**config.mk**
```make
export PLATFORM = sky130hd
export DESIGN_NAME = i2c_cmd_arbiter
export DESIGN_NICKNAME = d
export VERILOG_FILES = /design/src/rtl/i2c_arb_pkg.sv /design/src/rtl/i2c_arb_timer.sv /design/src/rtl/i2c_cmd_arbiter.sv
export SDC_FILE = /design/constraint.sdc
export NUM_CORES = 1
export LEC_CHECK = 0
export ABC_AREA = 1
export CORE_UTILIZATION = 35
export DETAILED_ROUTE_END_ITERATION = 12
export PLACE_DENSITY = 0.69
export SYNTH_ARGS = -nofsm -noshare
export SYNTH_HDL_FRONTEND = slang
export SYNTH_SLANG_ARGS = --single-unit
```
**constraint.sdc**
```tcl
create_clock -name clk -period 1.8 [get_ports clk]
set_clock_uncertainty 0.1 [all_clocks]
set_input_delay 0.45 -clock clk [delete_from_list [all_inputs] [get_ports clk]]
set_output_delay 0.45 -clock clk [all_outputs]
set_load 0.05 [all_outputs]
```
**src/rtl/i2c_arb_pkg.sv**
```systemverilog
// Shared types and constants for the two-port i2c command arbiter.
// Latency: n/a (declarations only).
// Backpressure: n/a (declarations only).
package i2c_arb_pkg;

    localparam int I2C_ADDR_W = 16;
    localparam int I2C_DATA_W = 8;

    // Port ids: boot-time config sequencer and runtime register client
    localparam logic P_CFG = 1'b0;
    localparam logic P_RT  = 1'b1;

    typedef enum logic [1:0] {
        IDLE      = 2'd0,
        ISSUE     = 2'd1,
        WAIT_DONE = 2'd2,
        GAP       = 2'd3
    } arb_state_t;

    // One latched command as handed to the i2c engine
    typedef struct packed {
        logic [I2C_ADDR_W-1:0] addr;
        logic [I2C_DATA_W-1:0] wdat;
        logic                  rh_wl;
    } i2c_cmd_t;

    // Round-robin pick: with both requesting, the port not granted last wins
    function automatic logic rr_pick(input logic req_cfg, input logic req_rt,
                                     input logic last_gnt);
        logic pick;
        if (req_cfg && req_rt) begin
            pick = ~last_gnt;
        end else if (req_rt) begin
            pick = P_RT;
        end else begin
            pick = P_CFG;
        end
        return pick;
    endfunction

endpackage

```
**src/rtl/i2c_arb_timer.sv**
```systemverilog
// Loadable down-counter shared by the response timeout and the inter-command gap.
// Latency: value visible one cycle after load; zero flag is a decode of the count register.
// Backpressure: none; counting stops at zero until reloaded.
module i2c_arb_timer #(
    parameter int CNT_W = 16
) (
    input  logic             clk,
    input  logic             rst_n,
    input  logic             load,
    input  logic [CNT_W-1:0] value,
    input  logic             enable,
    output logic             zero
);

    logic [CNT_W-1:0] cnt;

    // Load wins over counting; saturate at zero so the flag stays asserted
    always_ff @(posedge clk or negedge rst_n) begin
        if (!rst_n) begin
            cnt <= '0;
        end else if (load) begin
            cnt <= value;
        end else if (enable && (cnt != '0)) begin
            cnt <= cnt - 1'b1;
        end
    end

    assign zero = (cnt == '0);

endmodule

```
**src/rtl/i2c_cmd_arbiter.sv**
```systemverilog
// Shares one i2c engine between the config sequencer (port 0) and a runtime client (port 1).
// Latency: ack/exec one cycle after a request is seen in IDLE; done one cycle after i2c_done.
// Backpressure: requests wait (held) while busy or in the post-transaction gap; no grant then.
module i2c_cmd_arbiter
    import i2c_arb_pkg::*;
#(
    parameter int GAP_CYC     = 16,
    parameter int TIMEOUT_CYC = 4096,
    parameter int CNT_W       = 16
) (
    input  logic                  clk,
    input  logic                  rst_n,
    input  logic                  req0,
    input  logic [I2C_ADDR_W-1:0] addr0,
    input  logic [I2C_DATA_W-1:0] wdat0,
    input  logic                  rh_wl0,
    input  logic                  req1,
    input  logic [I2C_ADDR_W-1:0] addr1,
    input  logic [I2C_DATA_W-1:0] wdat1,
    input  logic                  rh_wl1,
    output logic                  ack0,
    output logic                  ack1,
    output logic                  done0,
    output logic                  done1,
    output logic [I2C_DATA_W-1:0] rdat,
    output logic                  err,
    output logic                  i2c_exec,
    output logic [I2C_ADDR_W-1:0] i2c_addr,
    output logic [I2C_DATA_W-1:0] i2c_data_w,
    output logic                  i2c_rh_wl,
    input  logic                  i2c_done,
    input  logic [I2C_DATA_W-1:0] i2c_data_r,
    output logic                  busy
);

    localparam bit               HAS_GAP  = (GAP_CYC > 0);
    localparam logic [CNT_W-1:0] TO_LOAD  = CNT_W'(TIMEOUT_CYC - 1);
    localparam logic [CNT_W-1:0] GAP_LOAD = CNT_W'(HAS_GAP ? GAP_CYC - 1 : 0);

    arb_state_t            state, state_nxt;
    i2c_cmd_t              cmd_q, cmd_nxt;
    logic                  gnt_q, gnt_nxt;
    logic                  last_q, last_nxt;
    logic                  ack0_nxt, ack1_nxt, done0_nxt, done1_nxt;
    logic                  exec_nxt, err_nxt, busy_nxt;
    logic [I2C_DATA_W-1:0] rdat_nxt;
    logic                  win;
    logic                  finish;
    logic                  tmr_load, tmr_en, tmr_zero;
    logic [CNT_W-1:0]      tmr_val;

    i2c_arb_timer #(
        .CNT_W (CNT_W)
    ) u_timer (
        .clk    (clk),
        .rst_n  (rst_n),
        .load   (tmr_load),
        .value  (tmr_val),
        .enable (tmr_en),
        .zero   (tmr_zero)
    );

    // Next-state and next-output decode; every output is registered below
    always_comb begin
        state_nxt = state;
        cmd_nxt   = cmd_q;
        gnt_nxt   = gnt_q;
        last_nxt  = last_q;
        ack0_nxt  = 1'b0;
        ack1_nxt  = 1'b0;
        done0_nxt = 1'b0;
        done1_nxt = 1'b0;
        exec_nxt  = 1'b0;
        rdat_nxt  = rdat;
        err_nxt   = err;
        tmr_load  = 1'b0;
        tmr_val   = '0;
        tmr_en    = 1'b0;
        win       = rr_pick(req0, req1, last_q);
        finish    = 1'b0;

        case (state)
            IDLE: begin
                if (req0 || req1) begin
                    gnt_nxt   = win;
                    last_nxt  = win;
                    ack0_nxt  = (win == P_CFG);
                    ack1_nxt  = (win == P_RT);
                    exec_nxt  = 1'b1;
                    cmd_nxt   = (win == P_RT) ? '{addr: addr1, wdat: wdat1, rh_wl: rh_wl1}
                                              : '{addr: addr0, wdat: wdat0, rh_wl: rh_wl0};
                    state_nxt = ISSUE;
                end
            end
            ISSUE: begin
                tmr_load  = 1'b1;
                tmr_val   = TO_LOAD;
                state_nxt = WAIT_DONE;
            end
            WAIT_DONE: begin
                tmr_en = 1'b1;
                // A response arriving on the last allowed cycle still counts as success
                if (i2c_done) begin
                    rdat_nxt = i2c_data_r;
                    err_nxt  = 1'b0;
                    finish   = 1'b1;
                end else if (tmr_zero) begin
                    rdat_nxt = '0;
                    err_nxt  = 1'b1;
                    finish   = 1'b1;
                end
                if (finish) begin
                    done0_nxt = (gnt_q == P_CFG);
                    done1_nxt = (gnt_q == P_RT);
                    if (HAS_GAP) begin
                        tmr_load  = 1'b1;
                        tmr_val   = GAP_LOAD;
                        state_nxt = GAP;
                    end else begin
                        state_nxt = IDLE;
                    end
                end
            end
            GAP: begin
                tmr_en = 1'b1;
                if (tmr_zero) begin
                    state_nxt = IDLE;
                end
            end
            default: state_nxt = IDLE;
        endcase

        busy_nxt = (state_nxt != IDLE);
    end

    // State, grant bookkeeping and registered outputs
    always_ff @(posedge clk or negedge rst_n) begin
        if (!rst_n) begin
            state    <= IDLE;
            cmd_q    <= '0;
            gnt_q    <= P_CFG;
            last_q   <= P_RT;
            ack0     <= 1'b0;
            ack1     <= 1'b0;
            done0    <= 1'b0;
            done1    <= 1'b0;
            i2c_exec <= 1'b0;
            rdat     <= '0;
            err      <= 1'b0;
            busy     <= 1'b0;
        end else begin
            state    <= state_nxt;
            cmd_q    <= cmd_nxt;
            gnt_q    <= gnt_nxt;
            last_q   <= last_nxt;
            ack0     <= ack0_nxt;
            ack1     <= ack1_nxt;
            done0    <= done0_nxt;
            done1    <= done1_nxt;
            i2c_exec <= exec_nxt;
            rdat     <= rdat_nxt;
            err      <= err_nxt;
            busy     <= busy_nxt;
        end
    end

    assign i2c_addr   = cmd_q.addr;
    assign i2c_data_w = cmd_q.wdat;
    assign i2c_rh_wl  = cmd_q.rh_wl;

endmodule

```
==> flow_metrics.tcl <==
set metrics [dict create \
    setup_viol_count_final 0 \
    power_density_nw_per_um2 1987 \
    path_clk_slew_ns 0.07 \
    nets 580 \
    firstDrtPassIters 7 \
    nFillCells 695 \
    cts_made_buffers 9 \
    dp_hpwl_um 5699 \
    grt.total_usage_pct 19.17 \
    yosys_warnings 0 \
    multiInputGateArea_sq_um 1395 \
    fin_util_pct 58.95 \
    synth.avg_cell_area_sq_um 7.885 \
    cp-start-kind "flip-flop" \
    yosys.area.top_type "dfrtp_1" \
    tightest_slew_ns 0.3453 \
    cp.arrival_ns 1.88 \
    clock-sinks 60 \
    max_cap_violations 0 \
    num_io_pins 103 \
    antenna_found_initial 0 \
    hold_viol 4 \
    leakagePower_uw 0.002371 \
    endpoint_kind "flip-flop" \
    finalNonFillerCells 620 \
    viasPerCell 4.740 \
    drtIter0Drc 125 \
    finalMaxSlewViolations 0 \
    preCtsSetupSlack_ns -0.09827 \
    cts_max_path_buffers 2 \
    portBuffers 102 \
    via_count 2939 \
    cts_tree "done" \
    regArea_sq_um 1503 \
    grt_pass1_vias 2824 \
    coreArea_sq_um 8217 \
    drc 0 \
    synthCells 378 \
    synth_fp_nets 447 \
    period_share_pct 97.77 \
    antenna_cells 0 \
    max-vdd-ir-drop_mv 1.033 \
    place_inst 595 \
    start_util_pct 36.27 \
    wirelength_um 8191 \
    worstPathRequired_ns 1.92 \
    clk_latency_ns 0.34 \
    synth_area_sq_um 2980 \
    wl_per_cell_um 13.21 \
    cts_max_level 3 \
    whs_ns -0.007427 \
    layout-drive-gt1-share_pct 23.50 \
    ant_nets 0 \
    dieHeight_um 94.28 \
    path_max_fanout 6 \
    fp-row-count 33 \
    grt_pass1_wl_um 13080 \
    total_power_uw 9625 \
    cts_root_buffer "clkbuf_8" \
    dieArea_sq_um 8889 \
    status "complete, but fails checks" \
    grt_start_max_net_pins 61 \
    setup_ws_ns 0.04020 \
    crit_type "reg2reg" \
    synthTopCellsByArea "dfrtp_1, nand2_1, o21ai_0, nor2_1, nand3_1" \
    min_period_ns 1.760 \
    yosysTopAreaCellShare_pct 49.54 \
    routabilityCongestion 0.8231 \
    yosysUniqueCellTypes 27 \
    synth_seq_cells 60 \
    violations "hold timing" \
    die_w_um 94.28 \
    hp-class "in2async" \
    area_delta_synth_final_pct 62.51 \
    max_freq_mhz 568.2 \
    seq_area_frac_synth_pct 50.42 \
    grt_overflow_total 0 \
    slew_headroom_pct 76.98 \
]
==> logic make-up after synthesis <==
| kind of cell | Yosys count | synth area share [%] |
|---|---|---|
| simple gates | 209 | 29.81 |
| fa+ha+maj | 6 | 2.519 |
| flops | 60 | 50.42 |
| xor+xnor | 9 | 2.645 |
| compound gates | 53 | 8.984 |
| buf+inv | 41 | 5.625 |
==> synth_stat cells (all sizes together) <==
cell type  number
nand3          23
nand4           1
a21oi           3
o21ai          49
nand2         131
xor2            8
a21boi          1
inv            29
buf             5
nor3            1
dfrtp          59
ha              6
dfstp           1
or2             1
xnor2           1
nand3b          1
nor2           51
clkbuf          7
==> path summary, 6_finish.rpt <==
check                                    start  cells past startpoint  slack, ns              to
worst max-delay path            u_timer.cnt[6]                     12       0.04  u_timer.cnt[7]
worst min-delay path                     rst_n                      2     -0.007  u_timer.cnt[3]
worst max register to register  u_timer.cnt[6]                     12       0.04  u_timer.cnt[7]
worst min register to register           gnt_q                      1       0.34           done0
max in group asynchronous                rst_n                      2       1.27          last_q
min in group clk                         gnt_q                      1       0.34           done0
==> placed cells by master, fill, tap and decap left out, drive strengths merged <==
cell type,n
nand2,132
buf,72
clkdlybuf4s50,61
dfrtp,59
nor2,51
o21ai,49
inv,29
nand3,23
clkbuf,11
xor2,8
ha,6
a21oi,3
clkinv,3
nand3b,1
or2,1
a21boi,1
nand4,1
xnor2,1
nor3,1
clkinvlp,1
dfstp,1
==> worst max-delay path: stages, from the launching register on <==
cell and delay (ns):
dfrtp_1 0.41, nor2_2 0.16, nand2_2 0.09, nor2_2 0.12, nand2_2 0.09, nand2_2 0.09
nand2_4 0.06, nand2_4 0.10, nand2_8 0.08, nand2_1 0.08, nand2_1 0.08, nand2_1 0.11
nand2_1 0.06
==> stage by stage <==
stage	cell area, sq um	setup TNS (ns)
after global placement	4509	-0.1150
after detailed placement	4509	-1.828
after floorplan	2980	0
after CTS	4705	0
after global routing	4843	-0.2058
final	4843	0
==> state kept, by name (all words and copies together), names as in the netlist <==
| signal | count |
|---|---|
| last_q | 1 |
| state | 2 |
| i2c_data_w | 8 |
| i2c_exec | 1 |
| rdat | 8 |
| busy | 1 |
| i2c_rh_wl | 1 |
| ack1 | 1 |
| done0 | 1 |
| u_timer.cnt | 16 |
| done1 | 1 |
| gnt_q | 1 |
| ack0 | 1 |
| i2c_addr | 16 |
| err | 1 |
==> power by group <==
part           internal [uW]  total, uW  leakage (uW)  switching [uW]
logic                   2590       6050       0.00155            3460
registers               1960       2510      0.000740             549
clock network            527       1070     0.0000852             544
total                   5070       9620       0.00237            4550
==> what timing repair did <==
item	in CTS	in global routing
pin swaps	1	6
hold endpoints to repair	0	0
setup buffers	3	6
hold buffers	0	0
gates cloned	0	1
setup endpoints to repair	8	39
resized for setup	4	21
==> area by class of cell <==
class,instances,area share (%)
flip-flops and latches,60,31.03
inverters,29,2.299
well taps,105,2.712
multi-input cells,278,28.80
clock inverters,4,0.5425
clock buffers,11,2.919
repair buffers,133,31.70
==> per-layer routing <==
metal / track usage, % / vias to the layer above / wire [um]
met5: 0 / - / 0
met4: 8.333 / 0 / 55
met3: 7.362 / 8 / 754
met2: 29.17 / 110 / 3946
met1: 24.01 / 1362 / 3434
li1: - / 1459 / -
Note: power is estimated with default switching activity, not from simulation.
